**config.mk**
```make
export PLATFORM = sky130hd
export DESIGN_NAME = muldiv_unit_flat
export DESIGN_NICKNAME = d
export VERILOG_FILES = /design/src/rtl/muldiv_unit_if.sv /design/src/rtl/muldiv_unit.sv /design/src/flat_wrapper.sv
export SDC_FILE = /design/constraint.sdc
export NUM_CORES = 2
export LEC_CHECK = 0
export ABC_AREA = 0
export BUFFER_PORTS_ARGS = -buffer_cell sky130_fd_sc_hd__buf_2
export CORE_MARGIN = 4
export CORE_UTILIZATION = 50
export DETAILED_ROUTE_END_ITERATION = 8
export GPL_TIMING_DRIVEN = 0
export MAX_ROUTING_LAYER = met4
export PLACE_DENSITY = 0.66
export SYNTH_ARGS = -nofsm -noshare
export SYNTH_HDL_FRONTEND = slang
export SYNTH_SLANG_ARGS = --single-unit
```
**constraint.sdc**
```tcl
create_clock -name clk -period 13.8 [get_ports clk]
set_input_delay 1.38 -clock clk [delete_from_list [all_inputs] [get_ports clk]]
set_output_delay 1.38 -clock clk [all_outputs]
set_load 0.03 [all_outputs]
```
**src/rtl/muldiv_unit_if.sv**
```systemverilog
// Operation codes from the main decoder and the execute-stage bus of the multiply/divide unit.
// Package and interface share this file so the function type travels with the bus.
package selector;
   typedef enum logic [3:0] {
      MULDIV_NCARE = 4'd0,
      MULDIV_MULT,
      MULDIV_MULTU,
      MULDIV_DIV,
      MULDIV_DIVU,
      MULDIV_MADD,
      MULDIV_MADDU,
      MULDIV_MSUB,
      MULDIV_MSUBU
   } muldiv_function;
endpackage

interface muldiv_unit_if;
   // Handshake: start/func/operands are sampled on a rising edge only while busy=0;
   // busy rises after that edge, and done pulses for one cycle with hi_out/lo_out valid
   // while busy is already low, so a new start may be presented in the done cycle.
   logic                     start;
   selector::muldiv_function func;
   logic                     flush;
   logic [31:0]              rs_value;
   logic [31:0]              rt_value;
   logic [31:0]              hi_in;
   logic [31:0]              lo_in;
   logic                     busy;
   logic                     done;
   logic [31:0]              hi_out;
   logic [31:0]              lo_out;
   logic [1:0]               dbg_state;

   modport master (
      output start, func, flush, rs_value, rt_value, hi_in, lo_in,
      input  busy, done, hi_out, lo_out, dbg_state
   );

   modport slave (
      input  start, func, flush, rs_value, rt_value, hi_in, lo_in,
      output busy, done, hi_out, lo_out, dbg_state
   );
endinterface

```
**src/rtl/muldiv_unit.sv**
```systemverilog
// Multi-cycle multiply / multiply-accumulate / restoring-divide unit producing HI/LO.
// Multiplies take two cycles after acceptance, divides thirty-three.
module muldiv_unit #(
   parameter int DIV_ITERS = 32
) (
   input  logic         clk,
   input  logic         reset,
   muldiv_unit_if.slave bus
);

   localparam logic [1:0] S_IDLE     = 2'd0;
   localparam logic [1:0] S_MUL      = 2'd1;
   localparam logic [1:0] S_DIV_ITER = 2'd2;
   localparam logic [1:0] S_DIV_FIX  = 2'd3;

   logic [1:0]               r_state;
   logic                     r_mul_ph;
   logic [4:0]               r_cnt;
   selector::muldiv_function r_func;
   logic [31:0]              r_a;
   logic [31:0]              r_b;
   logic [31:0]              r_rem;
   logic [31:0]              r_quo;
   logic [63:0]              r_acc;
   logic [63:0]              r_prod;
   logic                     r_qsign;
   logic                     r_rsign;
   logic                     r_busy;
   logic                     r_done;
   logic [31:0]              r_hi_out;
   logic [31:0]              r_lo_out;

   logic        w_start_ok;
   logic        w_is_div;
   logic        w_signed_div;
   logic        w_mul_signed;
   logic [63:0] w_ext_a;
   logic [63:0] w_ext_b;
   logic [63:0] w_prod;
   logic [63:0] w_mul_res;
   logic [32:0] w_shift;
   logic [32:0] w_diff;

   always_comb begin
      w_start_ok = 1'b0;
      w_is_div   = 1'b0;
      case (bus.func)
         selector::MULDIV_DIV, selector::MULDIV_DIVU: begin
            w_start_ok = 1'b1;
            w_is_div   = 1'b1;
         end
         selector::MULDIV_MULT, selector::MULDIV_MULTU,
         selector::MULDIV_MADD, selector::MULDIV_MADDU,
         selector::MULDIV_MSUB, selector::MULDIV_MSUBU: w_start_ok = 1'b1;
         default: ;
      endcase
   end

   assign w_signed_div = (bus.func == selector::MULDIV_DIV);
   assign w_mul_signed = (r_func == selector::MULDIV_MULT) || (r_func == selector::MULDIV_MADD) ||
                         (r_func == selector::MULDIV_MSUB);
   assign w_ext_a = w_mul_signed ? {{32{r_a[31]}}, r_a} : {32'd0, r_a};
   assign w_ext_b = w_mul_signed ? {{32{r_b[31]}}, r_b} : {32'd0, r_b};
   assign w_prod  = w_ext_a * w_ext_b;

   always_comb begin
      w_mul_res = r_prod;
      case (r_func)
         selector::MULDIV_MADD, selector::MULDIV_MADDU: w_mul_res = r_acc + r_prod;
         selector::MULDIV_MSUB, selector::MULDIV_MSUBU: w_mul_res = r_acc - r_prod;
         default: ;
      endcase
   end

   // Restoring step: r_quo starts as the dividend and fills with quotient bits from the right.
   assign w_shift = {r_rem, r_quo[31]};
   assign w_diff  = w_shift - {1'b0, r_b};

   always_ff @(posedge clk or posedge reset) begin
      if (reset) begin
         r_state  <= S_IDLE;
         r_mul_ph <= 1'b0;
         r_cnt    <= 5'd0;
         r_func   <= selector::MULDIV_NCARE;
         r_a      <= 32'd0;
         r_b      <= 32'd0;
         r_rem    <= 32'd0;
         r_quo    <= 32'd0;
         r_acc    <= 64'd0;
         r_prod   <= 64'd0;
         r_qsign  <= 1'b0;
         r_rsign  <= 1'b0;
         r_busy   <= 1'b0;
         r_done   <= 1'b0;
         r_hi_out <= 32'd0;
         r_lo_out <= 32'd0;
      end else begin
         r_done <= 1'b0;
         if (bus.flush) begin
            r_state <= S_IDLE;
            r_busy  <= 1'b0;
         end else begin
            case (r_state)
               S_IDLE: begin
                  if (bus.start && w_start_ok) begin
                     r_func   <= bus.func;
                     r_a      <= bus.rs_value;
                     r_acc    <= {bus.hi_in, bus.lo_in};
                     r_busy   <= 1'b1;
                     r_cnt    <= 5'd0;
                     r_rem    <= 32'd0;
                     r_mul_ph <= 1'b0;
                     r_qsign  <= w_signed_div && (bus.rs_value[31] ^ bus.rt_value[31]);
                     r_rsign  <= w_signed_div && bus.rs_value[31];
                     r_quo    <= (w_signed_div && bus.rs_value[31]) ? -bus.rs_value : bus.rs_value;
                     r_b      <= (w_signed_div && bus.rt_value[31]) ? -bus.rt_value : bus.rt_value;
                     r_state  <= w_is_div ? S_DIV_ITER : S_MUL;
                  end
               end
               S_MUL: begin
                  if (!r_mul_ph) begin
                     r_prod   <= w_prod;
                     r_mul_ph <= 1'b1;
                  end else begin
                     {r_hi_out, r_lo_out} <= w_mul_res;
                     r_done  <= 1'b1;
                     r_busy  <= 1'b0;
                     r_state <= S_IDLE;
                  end
               end
               S_DIV_ITER: begin
                  if (!w_diff[32]) begin
                     r_rem <= w_diff[31:0];
                     r_quo <= {r_quo[30:0], 1'b1};
                  end else begin
                     r_rem <= w_shift[31:0];
                     r_quo <= {r_quo[30:0], 1'b0};
                  end
                  r_cnt <= r_cnt + 5'd1;
                  if (r_cnt == 5'(DIV_ITERS - 1)) r_state <= S_DIV_FIX;
               end
               S_DIV_FIX: begin
                  // Zero divisor reports the raw dividend as remainder, never sign-fixed.
                  if (r_b == 32'd0) begin
                     r_lo_out <= 32'hFFFF_FFFF;
                     r_hi_out <= r_a;
                  end else begin
                     r_lo_out <= r_qsign ? -r_quo : r_quo;
                     r_hi_out <= r_rsign ? -r_rem : r_rem;
                  end
                  r_done  <= 1'b1;
                  r_busy  <= 1'b0;
                  r_state <= S_IDLE;
               end
               default: r_state <= S_IDLE;
            endcase
         end
      end
   end

   assign bus.busy      = r_busy;
   assign bus.done      = r_done;
   assign bus.hi_out    = r_hi_out;
   assign bus.lo_out    = r_lo_out;
   assign bus.dbg_state = r_state;

endmodule

```
**src/flat_wrapper.sv**
```systemverilog
// flat-port wrapper written by rule: the top's interface ports become plain ports
module muldiv_unit_flat 
#(
   parameter int DIV_ITERS = 32
)
  (clk, reset, bus_start, bus_func, bus_flush, bus_rs_value, bus_rt_value, bus_hi_in, bus_lo_in, bus_busy, bus_done, bus_hi_out, bus_lo_out, bus_dbg_state);
  muldiv_unit_if bus_i ();
  input  logic clk;
  input  logic reset;
  input wire logic [$bits(bus_i.start)-1:0] bus_start;
  input wire logic [$bits(bus_i.func)-1:0] bus_func;
  input wire logic [$bits(bus_i.flush)-1:0] bus_flush;
  input wire logic [$bits(bus_i.rs_value)-1:0] bus_rs_value;
  input wire logic [$bits(bus_i.rt_value)-1:0] bus_rt_value;
  input wire logic [$bits(bus_i.hi_in)-1:0] bus_hi_in;
  input wire logic [$bits(bus_i.lo_in)-1:0] bus_lo_in;
  output wire logic [$bits(bus_i.busy)-1:0] bus_busy;
  output wire logic [$bits(bus_i.done)-1:0] bus_done;
  output wire logic [$bits(bus_i.hi_out)-1:0] bus_hi_out;
  output wire logic [$bits(bus_i.lo_out)-1:0] bus_lo_out;
  output wire logic [$bits(bus_i.dbg_state)-1:0] bus_dbg_state;
  assign bus_i.start = bus_start;
  assign bus_i.func = bus_func;
  assign bus_i.flush = bus_flush;
  assign bus_i.rs_value = bus_rs_value;
  assign bus_i.rt_value = bus_rt_value;
  assign bus_i.hi_in = bus_hi_in;
  assign bus_i.lo_in = bus_lo_in;
  assign bus_busy = bus_i.busy;
  assign bus_done = bus_i.done;
  assign bus_hi_out = bus_i.hi_out;
  assign bus_lo_out = bus_i.lo_out;
  assign bus_dbg_state = bus_i.dbg_state;
  muldiv_unit #(.DIV_ITERS(DIV_ITERS)) u_core (.clk(clk), .reset(reset), .bus(bus_i));
endmodule
```
==> impl_metrics.toml <==
[floorplan]
core-area_mm2 = 0.140
start_util_pct = 50.4
die_y_um = 384
pin_count = 204
die_w_um = 384
dieArea_mm2 = 0.147
rows = 137

[final_layout]
finish.net_count = 10100
finalNonFillerCells = 10000
fillers = 13300
final_util_pct = 53.8
seq_area_mm2 = 0.00841
multiInputGateArea_mm2 = 0.0544
drive_above_1_share_pct = 5.44
syn2layout_area_growth_pct = 6.74
final_common_cell = "inv_1"
final_cell_mix = "1637 x inv_1, 1420 x fa_1, 1079 x nand2_1"

[route]
vias = 58200
wl_um = 296000
drc = 0
drtIter0Drc = 5465
viasPerCell = 5.81
antenna_left = 0
detail_route.wl_per_cell_um = 29.5
firstDrtPassIters = 7

[synthesis]
synth_top_area_share_pct = 40.3
synth.largest_area_cell = "fa_1"
ys_top_cells_by_area = "fa_1 40%, dfrtp_1 12%, inv_1 8.7%, ha_1 7.3%, nand2_1 5.7%"
ys_types = 85
syn_inst = 7850
synth_area_per_cell_um2 = 8.98
synth_edf_count = 0
async_reset_ff_share_pct = 100
syn_nets = 9818
synth_area_mm2 = 0.0705
synthFlopType = "dfrtp_1"
yosys_warnings = 0
ys_ff_latch = 336
yosysSeqAreaShare_pct = 11.9

[global_routing]
grt_pass1_wl_um = 425000
first_global_vias = 60300
grt-ovfl-total = 0
antenna_found_initial = 36
grt.total_usage_pct = 41.8
grt_max_degree = 125

[critical_path]
startpoint = "u_core.r_func[1]$_DFFE_PP0P_"
r2r_start = "u_core.r_func[1]$_DFFE_PP0P_"
worstPathRequired_ns = 14.22
arrival_ns = 12.55
path_common_cell = "fa_1"
worst_r2r_endpoint = "u_core.r_prod[59]$_DFFE_PP0P_"
crit_path_max_fanout = 10
cpPeakStageDelay_ns = 1.10
end_kind = "register"
cp-endpoint = "u_core.r_prod[59]$_DFFE_PP0P_"
r2r_cells = 33
path_class = "reg2reg"
rrSetupSlack_ns = 1.67
cp_slowest_cell = "fa_1"
startpoint_type = "register"

[clock_network]
cts_max_level = 2
cts_root_buf = "clkbuf_16"
clk_latency_ns = 0.59
cts_tree = "done"
hold_buffers = 0
cts_buffers = 35
path_clk_slew_ns = 0.06
cts_setup_buffers = 0
numClockSinks = 336
postCtsResizedCells = 0
clk_path_buf_depth = 3

[place]
dp_hpwl_um = 249000
finalWeightedCongestion = 1.09
placed_cells = 9931
portBuffers = 203

[sta]
fmax_mhz = 82.4
clock_skew_ns = 0.0312
final_hold_viol_count = 0
finalMaxSlewViolations = 45
slew_headroom_pct = -10.1
min_period_ns = 12.13
tightest_slew_ns = 1.65
setup_viol = 0
period_share_pct = 87.9
rsz0062_at_grt = "false"
hold_slack_ns = 0.477

[flow_run]
maxCapViolCount = 5

[run_status]
violations = "max-capacitance violations, max-slew violations"
outcome = "finished with violations"

[worst_hold_path]
hp-class = "reg2reg"
holdPathStages = 2
==> final cells by class <==
type | count | area share (%)
Clock buffer | 47 | 1.32
Tap cell | 1876 | 3.12
Buffer | 420 | 2.18
Clock inverter | 16 | 0.303
Antenna cell | 30 | 0.0997
Multi-Input combinational cell | 5456 | 72.2
Inverter | 1638 | 8.18
Timing Repair Buffer | 205 | 1.42
Sequential cell | 336 | 11.2
==> how the worst min path moves through the flow <==
stage                                            from                           endpoint  slack (ns)
CTS                 u_core.bus.lo_out[17]$_DFFE_PP0P_  u_core.bus.lo_out[17]$_DFFE_PP0P_        0.48
detailed placement  u_core.bus.lo_out[17]$_DFFE_PP0P_  u_core.bus.lo_out[17]$_DFFE_PP0P_        0.47
global route        u_core.bus.hi_out[14]$_DFFE_PP0P_  u_core.bus.hi_out[14]$_DFFE_PP0P_        0.51
finish              u_core.bus.lo_out[17]$_DFFE_PP0P_  u_core.bus.lo_out[17]$_DFFE_PP0P_        0.48
global placement    u_core.bus.lo_out[25]$_DFFE_PP0P_  u_core.bus.lo_out[25]$_DFFE_PP0P_        0.46
floorplan                 u_core.r_cnt[4]$_DFFE_PP0P_        u_core.r_cnt[4]$_DFFE_PP0P_        0.46
==> synth_stat cells, types with 17 or more instances <==
master    count
o22ai_1      38
nor2b_1      24
nor2_1      251
buf_1        29
o211ai_1     17
inv_1      1638
nand2b_1     27
xor2_1      150
mux2_2      108
a21o_1       93
a31oi_1      34
nor3_1       59
ha_1        412
clkbuf_1    378
a21oi_1     321
nand2_1    1079
and3_1       52
dfrtp_1     336
o31ai_1      46
nand4_1      28
and2_1      365
nor4_1       26
o21a_1       25
o41ai_1      17
fa_1       1420
o21ai_0     336
nand3_1      37
mux2i_1      30
xnor2_1     232
a211oi_1     21
o21bai_1     24
or3_1        27
==> stage by stage <==
stage | setup WS, ns | cell area (µm²) | TNS [ns]
5_1_grt | 1.21 | 75200 | 0
3_5_place_dp | 1.86 | 74000 | 0
3_3_place_gp | -0.803 | 73900 | -243.02
2_1_floorplan | 3.11 | 70500 | 0
6_report | 1.67 | 75300 | 0
4_1_cts | 1.87 | 75200 | 0
==> metal layers <==
metal,wire [µm],track usage [%]
met1,113000,51.2
met2,133000,64.0
met3,30800,10.4
met4,19900,22.2
met5,0,-
==> critical path: cells and delay by family (launching register included) <==
family                   cells  cell delay, ns
AO/OA/AOI/OAI                5            1.58
buffers and inverters       10            2.40
XOR/XNOR                     1            0.16
flip-flops                   1            0.43
AND/OR/NAND/NOR              6            1.37
adder cells (fa/ha/maj)     11            6.00
==> registers in the layout (all words and copies together), names as in the netlist, 2 cells and up <==
register,flops
u_core.bus.hi_out,32
u_core.r_rem,32
u_core.r_b,32
u_core.r_quo,32
u_core.r_func,4
u_core.r_prod,64
u_core.r_cnt,5
u_core.r_a,32
u_core.bus.lo_out,32
u_core.r_acc,64
u_core.bus.dbg_state,2
==> cells by family after synthesis <==
| group | count (synthesis) | share of synthesized area (%) |
|---|---|---|
| xor gates and xnor gates | 383 | 4.78 |
| muxes | 138 | 2.15 |
| buffers and inverters | 2058 | 11.0 |
| DFF | 336 | 11.9 |
| and+or+nand+nor | 2036 | 13.4 |
| AOI/OAI and AO/OA | 1063 | 9.08 |
| adders and majority gates | 1836 | 47.7 |
Power is left out: the tool's default activity adds up to more than one toggle a clock period on the data nets, which glitch-free logic cannot reach.
